`src/rtl/nn_paket.sv`:
```
// Constants and state encoding shared by the mine/rock classifier blocks.
package nn_paket;

  localparam int SIRINA        = 16;
  localparam int BROJ_ZNACAJKI = 60;

  typedef enum logic [1:0] {
    PUNJENJE = 2'd0,
    CEKANJE  = 2'd1,
    REZULTAT = 2'd2
  } stanje_t;

endpackage

```
`src/rtl/ucitavac_uzorka_if.sv`:
```
// Sample stream, network connection and result handshake of the sample loader.
interface ucitavac_uzorka_if #(
  parameter int SIRINA        = nn_paket::SIRINA,
  parameter int BROJ_ZNACAJKI = nn_paket::BROJ_ZNACAJKI
);

  logic [SIRINA-1:0]               ulaz_podatak;
  logic                            ulaz_valid;
  logic                            ulaz_ready;
  logic                            odbaci;
  logic [SIRINA*BROJ_ZNACAJKI-1:0] uzorak;
  logic [SIRINA-1:0]               nn_izlaz_1;
  logic [SIRINA-1:0]               nn_izlaz_2;
  logic                            nn_indikator_1;
  logic                            nn_indikator_2;
  logic [SIRINA-1:0]               rez_izlaz_1;
  logic [SIRINA-1:0]               rez_izlaz_2;
  logic                            rez_indikator_1;
  logic                            rez_indikator_2;
  logic                            rez_valid;
  logic                            rez_ready;
  logic [15:0]                     broj_uzoraka;

  // Loader side.
  modport slave (
    input  ulaz_podatak, ulaz_valid, odbaci,
    input  nn_izlaz_1, nn_izlaz_2, nn_indikator_1, nn_indikator_2,
    input  rez_ready,
    output ulaz_ready, uzorak,
    output rez_izlaz_1, rez_izlaz_2, rez_indikator_1, rez_indikator_2,
    output rez_valid, broj_uzoraka
  );

  // Producer / network / consumer side.
  modport master (
    output ulaz_podatak, ulaz_valid, odbaci,
    output nn_izlaz_1, nn_izlaz_2, nn_indikator_1, nn_indikator_2,
    output rez_ready,
    input  ulaz_ready, uzorak,
    input  rez_izlaz_1, rez_izlaz_2, rez_indikator_1, rez_indikator_2,
    input  rez_valid, broj_uzoraka
  );

endinterface

```
`src/rtl/ucitavac_uzorka.sv`:
```
// Loads one sonar sample word by word, lets Neural_net settle, then holds the
// registered network result until the consumer takes it.
module ucitavac_uzorka #(
  parameter int SIRINA        = nn_paket::SIRINA,
  parameter int BROJ_ZNACAJKI = nn_paket::BROJ_ZNACAJKI,
  parameter int SMIRIVANJE    = 2
) (
  input  logic              clk,
  input  logic              rst,
  ucitavac_uzorka_if.slave  veza
);

  import nn_paket::*;

  localparam int SIRINA_VEKTORA = SIRINA * BROJ_ZNACAJKI;
  localparam int BR_W = (BROJ_ZNACAJKI > 1) ? $clog2(BROJ_ZNACAJKI) : 1;
  localparam int SM_W = (SMIRIVANJE > 1) ? $clog2(SMIRIVANJE) : 1;
  localparam logic [BR_W-1:0] ZADNJA_RIJEC = BR_W'(BROJ_ZNACAJKI - 1);
  localparam logic [SM_W-1:0] ZADNJI_SMIR  = SM_W'(SMIRIVANJE - 1);

  stanje_t                   r_stanje;
  stanje_t                   w_stanje_next;
  logic [BR_W-1:0]           r_brojac_rijeci;
  logic [SM_W-1:0]           r_brojac_smir;
  logic [SIRINA_VEKTORA-1:0] r_uzorak;
  logic [SIRINA-1:0]         r_rez_izlaz_1;
  logic [SIRINA-1:0]         r_rez_izlaz_2;
  logic                      r_rez_indikator_1;
  logic                      r_rez_indikator_2;
  logic                      r_rez_valid;
  logic [15:0]               r_broj_uzoraka;

  logic                      w_ulaz_ready;
  logic                      w_prihvat;
  logic                      w_upis;
  logic                      w_zadnja;
  logic                      w_smiren;
  logic                      w_predaja;
  logic [SIRINA_VEKTORA-1:0] w_uzorak_pomaknut;

  assign w_ulaz_ready = (r_stanje == PUNJENJE);
  assign w_prihvat    = veza.ulaz_valid && w_ulaz_ready;
  // A word accepted together with odbaci is swallowed without being stored.
  assign w_upis       = w_prihvat && !veza.odbaci;
  assign w_zadnja     = w_upis && (r_brojac_rijeci == ZADNJA_RIJEC);
  assign w_smiren     = (r_stanje == CEKANJE) && (r_brojac_smir == ZADNJI_SMIR);
  assign w_predaja    = (r_stanje == REZULTAT) && r_rez_valid && veza.rez_ready;

  // New word enters at the top so the first word ends up at the bottom.
  genvar gi;
  generate
    for (gi = 0; gi < BROJ_ZNACAJKI - 1; gi++) begin : g_pomak
      assign w_uzorak_pomaknut[gi*SIRINA +: SIRINA] = r_uzorak[(gi+1)*SIRINA +: SIRINA];
    end
  endgenerate
  assign w_uzorak_pomaknut[SIRINA_VEKTORA-1 -: SIRINA] = veza.ulaz_podatak;

  always_ff @(posedge clk or posedge rst) begin
    if (rst) begin
      r_stanje <= PUNJENJE;
    end else begin
      r_stanje <= w_stanje_next;
    end
  end

  always_comb begin
    w_stanje_next = r_stanje;
    unique case (r_stanje)
      PUNJENJE: if (w_zadnja)  w_stanje_next = CEKANJE;
      CEKANJE:  if (w_smiren)  w_stanje_next = REZULTAT;
      REZULTAT: if (w_predaja) w_stanje_next = PUNJENJE;
      default:                 w_stanje_next = PUNJENJE;
    endcase
  end

  always_ff @(posedge clk or posedge rst) begin
    if (rst) begin
      r_brojac_rijeci   <= '0;
      r_brojac_smir     <= '0;
      r_uzorak          <= '0;
      r_rez_izlaz_1     <= '0;
      r_rez_izlaz_2     <= '0;
      r_rez_indikator_1 <= 1'b0;
      r_rez_indikator_2 <= 1'b0;
      r_rez_valid       <= 1'b0;
      r_broj_uzoraka    <= '0;
    end else begin
      if (r_stanje == PUNJENJE) begin
        if (veza.odbaci) begin
          r_brojac_rijeci <= '0;
        end else if (w_prihvat) begin
          r_uzorak        <= w_uzorak_pomaknut;
          r_brojac_rijeci <= w_zadnja ? '0 : r_brojac_rijeci + BR_W'(1);
        end
      end

      if (r_stanje == CEKANJE) begin
        r_brojac_smir <= w_smiren ? '0 : r_brojac_smir + SM_W'(1);
      end

      if (w_smiren) begin
        r_rez_izlaz_1     <= veza.nn_izlaz_1;
        r_rez_izlaz_2     <= veza.nn_izlaz_2;
        r_rez_indikator_1 <= veza.nn_indikator_1;
        r_rez_indikator_2 <= veza.nn_indikator_2;
        r_rez_valid       <= 1'b1;
      end else if (w_predaja) begin
        r_rez_valid    <= 1'b0;
        r_broj_uzoraka <= r_broj_uzoraka + 16'd1;
      end
    end
  end

  assign veza.ulaz_ready      = w_ulaz_ready;
  assign veza.uzorak          = r_uzorak;
  assign veza.rez_izlaz_1     = r_rez_izlaz_1;
  assign veza.rez_izlaz_2     = r_rez_izlaz_2;
  assign veza.rez_indikator_1 = r_rez_indikator_1;
  assign veza.rez_indikator_2 = r_rez_indikator_2;
  assign veza.rez_valid       = r_rez_valid;
  assign veza.broj_uzoraka    = r_broj_uzoraka;

endmodule

```
`src/flat_wrapper.sv`:
```
// flat-port wrapper written by rule: the top's interface ports become plain ports
module ucitavac_uzorka_flat import nn_paket::*;
#(
  parameter int SIRINA        = nn_paket::SIRINA,
  parameter int BROJ_ZNACAJKI = nn_paket::BROJ_ZNACAJKI,
  parameter int SMIRIVANJE    = 2
)
  (clk, rst, veza_ulaz_podatak, veza_ulaz_valid, veza_odbaci, veza_nn_izlaz_1, veza_nn_izlaz_2, veza_nn_indikator_1, veza_nn_indikator_2, veza_rez_ready, veza_ulaz_ready, veza_uzorak, veza_rez_izlaz_1, veza_rez_izlaz_2, veza_rez_indikator_1, veza_rez_indikator_2, veza_rez_valid, veza_broj_uzoraka);
  ucitavac_uzorka_if #(.SIRINA(SIRINA), .BROJ_ZNACAJKI(BROJ_ZNACAJKI)) veza_i ();
  input  logic clk;
  input  logic rst;
  input wire logic [$bits(veza_i.ulaz_podatak)-1:0] veza_ulaz_podatak;
  input wire logic [$bits(veza_i.ulaz_valid)-1:0] veza_ulaz_valid;
  input wire logic [$bits(veza_i.odbaci)-1:0] veza_odbaci;
  input wire logic [$bits(veza_i.nn_izlaz_1)-1:0] veza_nn_izlaz_1;
  input wire logic [$bits(veza_i.nn_izlaz_2)-1:0] veza_nn_izlaz_2;
  input wire logic [$bits(veza_i.nn_indikator_1)-1:0] veza_nn_indikator_1;
  input wire logic [$bits(veza_i.nn_indikator_2)-1:0] veza_nn_indikator_2;
  input wire logic [$bits(veza_i.rez_ready)-1:0] veza_rez_ready;
  output wire logic [$bits(veza_i.ulaz_ready)-1:0] veza_ulaz_ready;
  output wire logic [$bits(veza_i.uzorak)-1:0] veza_uzorak;
  output wire logic [$bits(veza_i.rez_izlaz_1)-1:0] veza_rez_izlaz_1;
  output wire logic [$bits(veza_i.rez_izlaz_2)-1:0] veza_rez_izlaz_2;
  output wire logic [$bits(veza_i.rez_indikator_1)-1:0] veza_rez_indikator_1;
  output wire logic [$bits(veza_i.rez_indikator_2)-1:0] veza_rez_indikator_2;
  output wire logic [$bits(veza_i.rez_valid)-1:0] veza_rez_valid;
  output wire logic [$bits(veza_i.broj_uzoraka)-1:0] veza_broj_uzoraka;
  assign veza_i.ulaz_podatak = veza_ulaz_podatak;
  assign veza_i.ulaz_valid = veza_ulaz_valid;
  assign veza_i.odbaci = veza_odbaci;
  assign veza_i.nn_izlaz_1 = veza_nn_izlaz_1;
  assign veza_i.nn_izlaz_2 = veza_nn_izlaz_2;
  assign veza_i.nn_indikator_1 = veza_nn_indikator_1;
  assign veza_i.nn_indikator_2 = veza_nn_indikator_2;
  assign veza_i.rez_ready = veza_rez_ready;
  assign veza_ulaz_ready = veza_i.ulaz_ready;
  assign veza_uzorak = veza_i.uzorak;
  assign veza_rez_izlaz_1 = veza_i.rez_izlaz_1;
  assign veza_rez_izlaz_2 = veza_i.rez_izlaz_2;
  assign veza_rez_indikator_1 = veza_i.rez_indikator_1;
  assign veza_rez_indikator_2 = veza_i.rez_indikator_2;
  assign veza_rez_valid = veza_i.rez_valid;
  assign veza_broj_uzoraka = veza_i.broj_uzoraka;
  ucitavac_uzorka #(.SIRINA(SIRINA), .BROJ_ZNACAJKI(BROJ_ZNACAJKI), .SMIRIVANJE(SMIRIVANJE)) u_core (.clk(clk), .rst(rst), .veza(veza_i));
endmodule
```
`config.mk`:
```
export PLATFORM = sky130hd
export DESIGN_NAME = ucitavac_uzorka_flat
export DESIGN_NICKNAME = d
export VERILOG_FILES = /design/src/rtl/nn_paket.sv /design/src/rtl/ucitavac_uzorka_if.sv /design/src/rtl/ucitavac_uzorka.sv /design/src/flat_wrapper.sv
export SDC_FILE = /design/constraint.sdc
export NUM_CORES = 2
export LEC_CHECK = 0
export ABC_AREA = 1
export CELL_PAD_IN_SITES_DETAIL_PLACEMENT = 1
export CELL_PAD_IN_SITES_GLOBAL_PLACEMENT = 1
export CORE_AREA = 2 2 421 423
export DETAILED_ROUTE_END_ITERATION = 10
export DIE_AREA = 0 0 423 425
export GPL_TIMING_DRIVEN = 0
export PLACE_DENSITY = 0.57
export SYNTH_ARGS = -nofsm -noshare
export SYNTH_HDL_FRONTEND = slang
export SYNTH_SLANG_ARGS = --single-unit
```
`constraint.sdc`:
```
create_clock -name clk -period 50.2 [get_ports clk]
set_clock_uncertainty 0.05 [all_clocks]
set_input_delay 10.04 -clock clk [delete_from_list [all_inputs] [get_ports clk]]
set_output_delay 10.04 -clock clk [all_outputs]
set_load 0.02 [all_outputs]
```
==> impl_metrics.csv <==
group,metric,value,unit
placed_design,post-place-ws,37.00,ns
power_and_ir_drop,power.switching,0.692,mW
synth,syn_inst,4348,
floorplanning,start_util,0.219,
floorplanning,die-height,425,µm
critical_path,cp_num_buf_inv,1,
floorplanning,die_w,423,µm
critical_path,slowest_delay,0.99,ns
grt,grt_antenna_before_repair,2,
timing,slew_headroom,0.394,
critical_path,path_class,"reg -> out",
timing,fmax,81.5,MHz
power_and_ir_drop,swShare,0.300,
routing,vias,33900,
synth,synthFlopType,"dfrtp_1",
grt,grt_first_pass_wirelength,268000,µm
placed_design,dp_hpwl,147000,µm
finish,synthToLayoutAreaGrowth,47.7,%
power_and_ir_drop,pwr-share-comb,0.156,
grt,overflow,0,
floorplanning,core,175000,µm²
synth,synthDistinctLibCells,24,
clock_tree,cts_tree,"done",
critical_path,arrival,2.18,ns
clock_tree,holdBufCountCts,0,
timing,hold_viol,0,
power_and_ir_drop,seq_power_share,0.416,
timing,slew_viol_final,0,
timing,rsz0062_at_grt,"false",
finish,nNetsFinal,5613,
placed_design,place.gp.congestion,0.910,
floorplanning,placementRows,154,
synth,ys_seq_elements,1020,
timing,fin_crit,12.27,ns
routing,wl_per_cell,23.4,µm
critical_path,path_cells,"clkdlybuf4s50_1",
routing,detail-route-antenna-nets,0,
grt,grt_pass1_vias,35300,
critical_path,cpLargestDelayFamily,"buffers and inverters",
grt,track_usage,0.205,
clock_tree,root_buffer,"clkbuf_16",
hold_path,min_path_type,"reg -> reg",
grt,grt_max_degree,124,
power_and_ir_drop,power.total,2.31,mW
power_and_ir_drop,vdd.ir_drop.worst,0.0000327,V
synth,syn_nets,4405,
finish,utilization,0.324,
flow_run,maxCapViolCount,0,
routing,drt_wl_total,187000,µm
floorplanning,die_area,180000,µm²
timing,setup_slack,37.93,ns
routing,drc_errors,0,
finish,drive_above_1_share,0.0700,
critical_path,critPathLaunchType,"flop",
critical_path,cp.required,40.11,ns
synth,netlist_area,38400,µm²
critical_path,worstSetupEndpointType,"output port",
clock_tree,cts_resized,0,
power_and_ir_drop,powerDensity,40.7,nW/µm²
power_and_ir_drop,p_leak,28.9,nW
timing,fin_crit_sh,0.244,
clock_tree,cts_setup_buffers,0,
synth,yosys_warnings,0,
synth,syn_avg_cell_area,8.84,µm²
power_and_ir_drop,p_clk_frac,0.428,
timing,worstMarginPinSlew,0.910,ns
critical_path,crit_fanout,3,
critical_path,critPathSlowestCell,"clkdlybuf4s50_1",
timing,setup_viol,0,
power_and_ir_drop,p_int,1.62,mW
clock_tree,h-tree-depth,4,
clock_tree,clock-sinks,1020,
clock_tree,cts_buffers,131,
clock_tree,clkLatencyLatePin,0.79,ns
synth,ys_seq_area_frac,0.664,
run_status,status,"complete, no violations",
routing,first_iter_violations,1806,
routing,drtPass1Iterations,5,
floorplanning,boundaryPins,1067,
routing,via_per_inst,4.24,
clock_tree,clk_path_buf_depth,3,
placed_design,io_buffer_count,1066,
synth,synth_edf_count,0,
synth,synthArstFlopShare,1.00,
clock_tree,clk_pin_slew,0.06,ns
cells by family (layout without fill, tap and decap cells):
| kind of cell | Yosys count | in the layout | synth area share |
|---|---|---|---|
| DFF | 1020 | 1020 | 0.664 |
| AOI/OAI and AO/OA | 41 | 41 | 0.00540 |
| other | 0 | 3 | 0 |
| and+or+nand+nor | 3019 | 3019 | 0.296 |
| buffers and inverters | 254 | 1560 | 0.0312 |
| xor gates and xnor gates | 12 | 12 | 0.00273 |
| adders and majority gates | 2 | 2 | 0.000651 |
placed cells by master, fill, tap and decap left out, types with 3 or more instances in the layout:
cell type / count
o21ai_0: 35
nor2_1: 20
clkinvlp_4: 5
diode_2: 3
inv_1: 29
clkbuf_8: 27
nand4_1: 6
nand3_1: 9
o21ai_1: 3
buf_2: 161
clkinv_2: 14
inv_2: 5
inv_16: 4
clkbuf_1: 69
xor2_1: 7
clkdlybuf4s50_1: 1066
clkbuf_16: 132
inv_6: 6
nand2_1: 2979
buf_1: 3
buf_16: 9
bufinv_16: 12
clkinv_8: 3
buf_4: 10
dfrtp_1: 1020
xnor2_1: 5
cell type report:
type                            count  area [µm²]
Sequential cell                  1020       25500
Buffer                            219        1070
Timing Repair Buffer             1075       10900
Inverter                           35         139
Clock buffer                      184        3770
Multi-Input combinational cell   3074       11700
Tap cell                         2340        2930
Antenna cell                        3        7.51
Clock inverter                     47         718
Fill cell                       20500      119000
synthesized netlist by cell type (all sizes together), types with 2 or more instances:
cell / number / area share
xnor2: 5 / 0.0011
buf: 175 / 0.024
nand3: 9 / 0.0012
ha: 2 / 0.00065
a21oi: 2 / 0.00026
nand2: 2979 / 0.29
clkbuf: 44 / 0.0043
inv: 35 / 0.0034
o21ai: 38 / 0.0049
nor2: 22 / 0.0024
dfrtp: 1020 / 0.66
nand4: 6 / 0.00098
xor2: 7 / 0.0016
final timing paths:
check	slack, ns	startpoint	endpoint	cells after the start
setup / recovery	37.93	u_core.veza.uzorak[490]$_DFFE_PP0P_	veza_uzorak[490]	1
max in group asynchronous	38.36	rst	u_core.veza.uzorak[740]$_DFFE_PP0P_	5
hold reg to reg	0.42	u_core.veza.uzorak[8]$_DFFE_PP0P_	u_core.veza.uzorak[8]$_DFFE_PP0P_	2
hold / removal	0.42	u_core.veza.uzorak[8]$_DFFE_PP0P_	u_core.veza.uzorak[8]$_DFFE_PP0P_	2
min in group asynchronous	9.58	rst	u_core.veza.uzorak[51]$_DFFE_PP0P_	2
setup reg to reg	47.33	u_core.r_stanje[0]$_DFFE_PP0P_	u_core.veza.uzorak[49]$_DFFE_PP0P_	7
flip-flops by register name (all words and copies together), names as in the netlist:
| register | flops |
|---|---|
| u_core.veza.uzorak | 960 |
| u_core.r_brojac_smir | 1 |
| u_core.r_stanje | 2 |
| u_core.veza.rez_izlaz_2 | 16 |
| u_core.veza.rez_indikator_2 | 1 |
| u_core.veza.rez_valid | 1 |
| u_core.r_brojac_rijeci | 6 |
| u_core.veza.rez_indikator_1 | 1 |
| u_core.veza.broj_uzoraka | 16 |
| u_core.veza.rez_izlaz_1 | 16 |
metrics by stage:
stage               TNS (ns)  instances  area [µm²]  hold slack, ns
finish                     0       7997       56800           0.419
global placement    -3948.68       7754       52000           0.404
CTS                        0       7994       56800           0.422
detailed placement         0       7763       52300           0.407
floorplan                  0       4348       38400           0.392
global route               0       7994       56800           0.439
metal layers:
metal  global-route usage  wire [µm]  up-vias  part of all wire
met5                    0          0        -                 0
met4               0.0758       7310        0             0.039
met3               0.0522      10800      252             0.058
met2                0.358      93900      846              0.50
met1                0.243      74900    17300              0.40
li1                     -          -    15600                 -
power groups by stage:
stage          Combinational (mW)  Sequential (mW)  Clock, mW
3_3_place_gp                0.359            0.977          0
4_1_cts                     0.366            0.962       1.02
3_5_place_dp                0.364            0.975          0
6_report                    0.361            0.961      0.989
2_1_floorplan              0.0828             1.03          0
5_1_grt                     0.386            0.970       1.05
(Power assumes the default switching activity.)
